`src/rtl/fft_pkg.sv`:
```
// Shared FFT definitions: data widths, default frame geometry and the
// result-unloader state encoding.
package fft_pkg;
  localparam int FFT_WORD_W    = 32;
  localparam int FFT_HALF_W    = 16;
  localparam int FFT_N_POINTS  = 512;
  localparam int FFT_OUT_WORDS = 256;

  typedef enum logic [2:0] {IDLE, START, READ, DRAIN, DONE} unload_state_t;
endpackage

```
`src/rtl/fft_mag_approx.sv`:
```
// Alpha-max-beta-min magnitude of one {re, im} bin:
// max(|re|,|im|) + min(|re|,|im|)/2, saturated to 16 bits.
module fft_mag_approx
  import fft_pkg::*;
(
  input  logic [FFT_WORD_W-1:0] bin,
  output logic [FFT_HALF_W-1:0] m
);
  logic [FFT_HALF_W:0] re_x, im_x, re_abs, im_abs, mx, mn, sum;

  always_comb begin
    re_x = {bin[FFT_WORD_W-1], bin[FFT_WORD_W-1 -: FFT_HALF_W]};
    im_x = {bin[FFT_HALF_W-1], bin[FFT_HALF_W-1:0]};
    // 17-bit negate so that -32768 maps to +32768
    re_abs = re_x[FFT_HALF_W] ? (~re_x + 1'b1) : re_x;
    im_abs = im_x[FFT_HALF_W] ? (~im_x + 1'b1) : im_x;
    mx = (re_abs > im_abs) ? re_abs : im_abs;
    mn = (re_abs > im_abs) ? im_abs : re_abs;
    sum = mx + (mn >> 1);
    m = sum[FFT_HALF_W] ? '1 : sum[FFT_HALF_W-1:0];
  end
endmodule

```
`src/rtl/fft_result_unloader.sv`:
```
// Streams the first OUT_WORDS bins of a finished FFT frame out of the result
// RAM with start/done strobes. Define FFT_UNLOAD_MAG_EN for magnitude output.
module fft_result_unloader
  import fft_pkg::*;
#(
  parameter int N_POINTS  = FFT_N_POINTS,
  parameter int OUT_WORDS = FFT_OUT_WORDS,
  parameter int ADDR_W    = $clog2(N_POINTS)
) (
  input  logic                  clk,
  input  logic                  reset,
  input  logic                  fft_done,
  output logic                  rd_en,
  output logic [ADDR_W-1:0]     rd_addr,
  input  logic [FFT_WORD_W-1:0] rd_data,
  input  logic                  out_stall,
  output logic                  frame_start,
  output logic [FFT_WORD_W-1:0] out_word,
  output logic                  out_valid,
  output logic                  frame_done,
  output logic                  busy
);
  localparam logic [ADDR_W-1:0] LAST_ADDR = ADDR_W'(OUT_WORDS - 1);

  unload_state_t state, state_nxt;
  logic armed;
  logic rd_pend;
  logic [FFT_WORD_W-1:0] word_nxt;

`ifdef FFT_UNLOAD_MAG_EN
  logic [FFT_HALF_W-1:0] mag;

  fft_mag_approx u_mag (
    .bin (rd_data),
    .m   (mag)
  );

  assign word_nxt = {mag, {FFT_HALF_W{1'b0}}};
`else
  assign word_nxt = rd_data;
`endif

  assign busy = (state != IDLE);

  always_ff @(posedge clk) begin
    if (reset) begin
      state     <= IDLE;
      armed     <= 1'b1;
      rd_addr   <= '0;
      rd_pend   <= 1'b0;
      out_word  <= '0;
      out_valid <= 1'b0;
    end else begin
      state <= state_nxt;
      // re-arm only while idle and the core reports no frame; leaving IDLE clears it
      if (state == IDLE) armed <= ~fft_done;
      if (state == START) rd_addr <= '0;
      else if (rd_en)     rd_addr <= rd_addr + 1'b1;
      rd_pend   <= rd_en;
      out_valid <= rd_pend;
      if (rd_pend) out_word <= word_nxt;
    end
  end

  always_comb begin
    state_nxt   = state;
    rd_en       = 1'b0;
    frame_start = 1'b0;
    frame_done  = 1'b0;
    case (state)
      IDLE:  if (fft_done && armed) state_nxt = START;
      START: begin
        frame_start = 1'b1;
        state_nxt   = READ;
      end
      READ: if (!out_stall) begin
        rd_en = 1'b1;
        if (rd_addr == LAST_ADDR) state_nxt = DRAIN;
      end
      // the last word lands in out_word the cycle after its read returns
      DRAIN: if (!rd_pend) state_nxt = DONE;
      DONE: begin
        frame_done = 1'b1;
        state_nxt  = IDLE;
      end
      default: state_nxt = IDLE;
    endcase
  end
endmodule

```
`config.mk`:
```
export PLATFORM = sky130hd
export DESIGN_NAME = fft_result_unloader
export DESIGN_NICKNAME = d
export VERILOG_FILES = /design/src/rtl/fft_pkg.sv /design/src/rtl/fft_mag_approx.sv /design/src/rtl/fft_result_unloader.sv
export SDC_FILE = /design/constraint.sdc
export NUM_CORES = 1
export LEC_CHECK = 0
export ABC_CLOCK_PERIOD_IN_PS = 1600
export BUFFER_PORTS_ARGS = -buffer_cell sky130_fd_sc_hd__buf_2
export CAP_MARGIN = 20
export CORE_MARGIN = 3
export CORE_UTILIZATION = 43
export CTS_BUF_LIST = sky130_fd_sc_hd__clkbuf_2
export DETAILED_ROUTE_END_ITERATION = 6
export PLACE_DENSITY = 0.78
export SYNTH_ARGS = -nofsm -noshare
export SYNTH_HDL_FRONTEND = slang
export SYNTH_SLANG_ARGS = --single-unit
```
`constraint.sdc`:
```
create_clock -name clk -period 1.6 [get_ports clk]
set_input_delay 0.24 -clock clk [delete_from_list [all_inputs] [get_ports clk]]
set_output_delay 0.24 -clock clk [all_outputs]
set_load 0.01 [all_outputs]
```
==> metrics.cfg <==
[global_routing]
grt_pass1_wl_um = 6600
grtUsageTotal_pct = 16.5
grt_max_degree = 23
grt_pass1_vias = 1498
overflow = 0
antenna_found_initial = 0

[floorplanning]
die_w_um = 70.6
dieHeight_um = 70.6
die_area_mm2 = 0.00498
rows = 22
core_area_mm2 = 0.00383
start_util_pct = 46.8
io_pins = 82

[cts]
clockRootBuffer = clkbuf_2
cts_tree = done
cts_buffer_depth = 2
htree_levels = 2
cts_buffers = 5
clock_latency_ns = 0.40
cts_sinks = 47
clkTransAtPathRegs_ns = 0.22

[placed_design]
dp.cells = 308
place_area_mm2 = 0.00229
port_buffers = 81
dp_hpwl_um = 2920
place_congestion = 0.746

[critical_path]
worst-path-buf-inv = 3
reg2reg_slack_ns = -0.20
end_kind = primary output
cp_top_family = simple AND/OR/NAND/NOR gates
path_cells = or4b_4, buf_6, clkinv_8, buf_6
path_max_fanout = 2
cp_slowest_cell = or4b_4
cp.arrival_ns = 1.59
crit_top_cell = buf_6
max_stage_delay_ns = 0.54
critical_path_class = reg2out
worstSetupStartpointType = flop
cp_data_required_time_ns = 1.36

[yosys]
ys_seq_elements = 47
synth_cells = 180
synth.distinct_cells = 29
netlist_area_mm2 = 0.00179
synthTopCellsByArea = dfxtp_1 (53%), mux2i_1 (18%), nor2_1 (8.0%), a21oi_1 (1.7%), nand2_1 (1.5%)
ys_warn_count = 0
synth_fp_nets = 218
seq_area_frac_synth_pct = 52.5
synth_top_cell_by_area = dfxtp_1
synth_top_cell_area_share_pct = 52.5
avgSynthCellArea_um2 = 9.95

[finish]
final_cells = 322
stdcell_area_mm2 = 0.00247
drive_above_1_share_pct = 45.6
nFillCells = 318
diodes = 0
final_cell_mix = buf_2 (77), dfxtp_1 (38), nor2_1 (37)
area_growth_pct = 38.0
nets = 311
mostFrequentLayoutCell = buf_2

[sta]
max_freq_ghz = 0.547
rsz0062_at_grt = true
finalSetupViolations = 7
fin_ws_ns = -0.228
period_minus_slack_ns = 1.83
finalCritPeriodShare_pct = 114
slew-limit-headroom_pct = 76.3
drv_slew = 0
fin_setup_tns_ns = -1.03
finalHoldViolCount = 0
worstMarginPinSlew_ns = 0.355
finalClockSkew_ns = 0.0163

[pwr]
ir_drop_v = 0.000582
power.density_mw_per_mm2 = 779
total_leakage_power_nw = 1.11

[hold_path]
hold_path.class = in2reg

[drt]
drt-total-wl_um = 4070
dr_total_vias = 1624
postRouteAntennaNets = 0
vias_per_cell = 5.04
first_iter_violations = 45
detail_route.wl_per_cell_um = 12.6
dr.pass1.iters = 4
drc = 0

[run_status]
violations = setup timing
outcome = finished, violations left

[job]
maxCapViolCount = 0

-- logic make-up (layout without fill, tap and decap cells) --
kind of cell,Yosys count,count (layout),share of synthesized area [%]
flip-flops,47,47,52.5
adder cells (fa/ha/maj),2,2,1.40
multiplexers,33,33,18.4
XOR/XNOR,1,1,0.489
AND/OR/NAND/NOR,68,68,18.3
AO/OA/AOI/OAI,15,15,5.38
buffers and inverters,14,108,3.49
-- registers in the layout (all words and copies together) (netlist names) --
register and count:
out_valid 1, out_word 32, rd_pend 1, rd_addr 9, armed 1, state 3
-- tightest hold or removal path: cells and delay by family --
kind / cells / cell delay, ns
and+or+nand+nor: 1 / 0.07
muxes: 1 / 0.05
buffers and inverters: 1 / 0.07
-- metal layers --
| metal | track usage (%) | share of wire (%) | up-vias |
|---|---|---|---|
| met5 | 0 | 0 | - |
| met4 | 6.26 | 1.8 | 0 |
| met3 | 7.24 | 9.2 | 8 |
| met2 | 26.8 | 48 | 58 |
| met1 | 19.3 | 41 | 755 |
| li1 | - | - | 803 |
-- synthesized netlist by cell type, drive strengths merged --
library cell and count:
or3 2, a211o 1, nand3b 3, inv 3, o31ai 3, clkinv 1
nor2b 1, dfxtp 47, nand3 5, nor3 1, nand2 7, mux2i 33
buf 5, and2 1, nor2 38, clkbuf 5, ha 2, or4 3
or4b 1, nor4 3, a21o 2, o21ai 1, nand2b 1, xnor2 1
a211oi 2, a21oi 6, or3b 2
-- area by class of cell --
type                            count  area [µm²]  area share [%]
Clock buffer                        6        30.0            1.21
Multi-Input combinational cell    119         827            33.5
Sequential cell                    47         952            38.5
Timing Repair Buffer               96         563            22.8
Clock inverter                      2        12.5           0.506
Tap cell                           48        60.1            2.43
Inverter                            4        27.5            1.11
-- per-stage QoR --
stage	hold slack (ns)	power (mW)	worst slack [ns]	utilization (%)
final	0.0467	1.93	-0.228	64.6
after global routing	0.00558	2.03	-0.315	64.6
after CTS	0.00737	1.95	-0.272	63.4
after detailed placement	0.455	1.44	-0.0620	59.9
after global placement	0.448	1.43	-0.0588	59.9
after floorplan	0.387	1.34	0.00238	-
-- power breakdown --
part | switching, mW | leakage (nW) | internal (mW) | total, mW
clock network | 0.358 | 0.0290 | 0.111 | 0.470
registers | 0.0144 | 0.384 | 1.20 | 1.21
logic | 0.111 | 0.702 | 0.132 | 0.243
-- what timing repair did --
action                                  4_1_cts  5_1_grt
pin swaps                                     4        4
gates resized for setup                      12       13
buffers inserted                              5        1
hold buffers                                  0        0
endpoints found under the setup margin        8        9
-- path summary, 6_finish.rpt --
check                              from                       end  cells past startpoint
setup / recovery  state[2]$_SDFFE_PP0P_                     rd_en                      4
hold / removal               rd_data[4]  out_word[4]$_SDFFE_PP0P_                      3
hold reg to reg      armed$_SDFFE_PP1P_        armed$_SDFFE_PP1P_                      1
setup reg to reg  state[2]$_SDFFE_PP0P_   rd_addr[5]$_SDFFE_PP0P_                      4
Power figures use the tool's default switching activity.
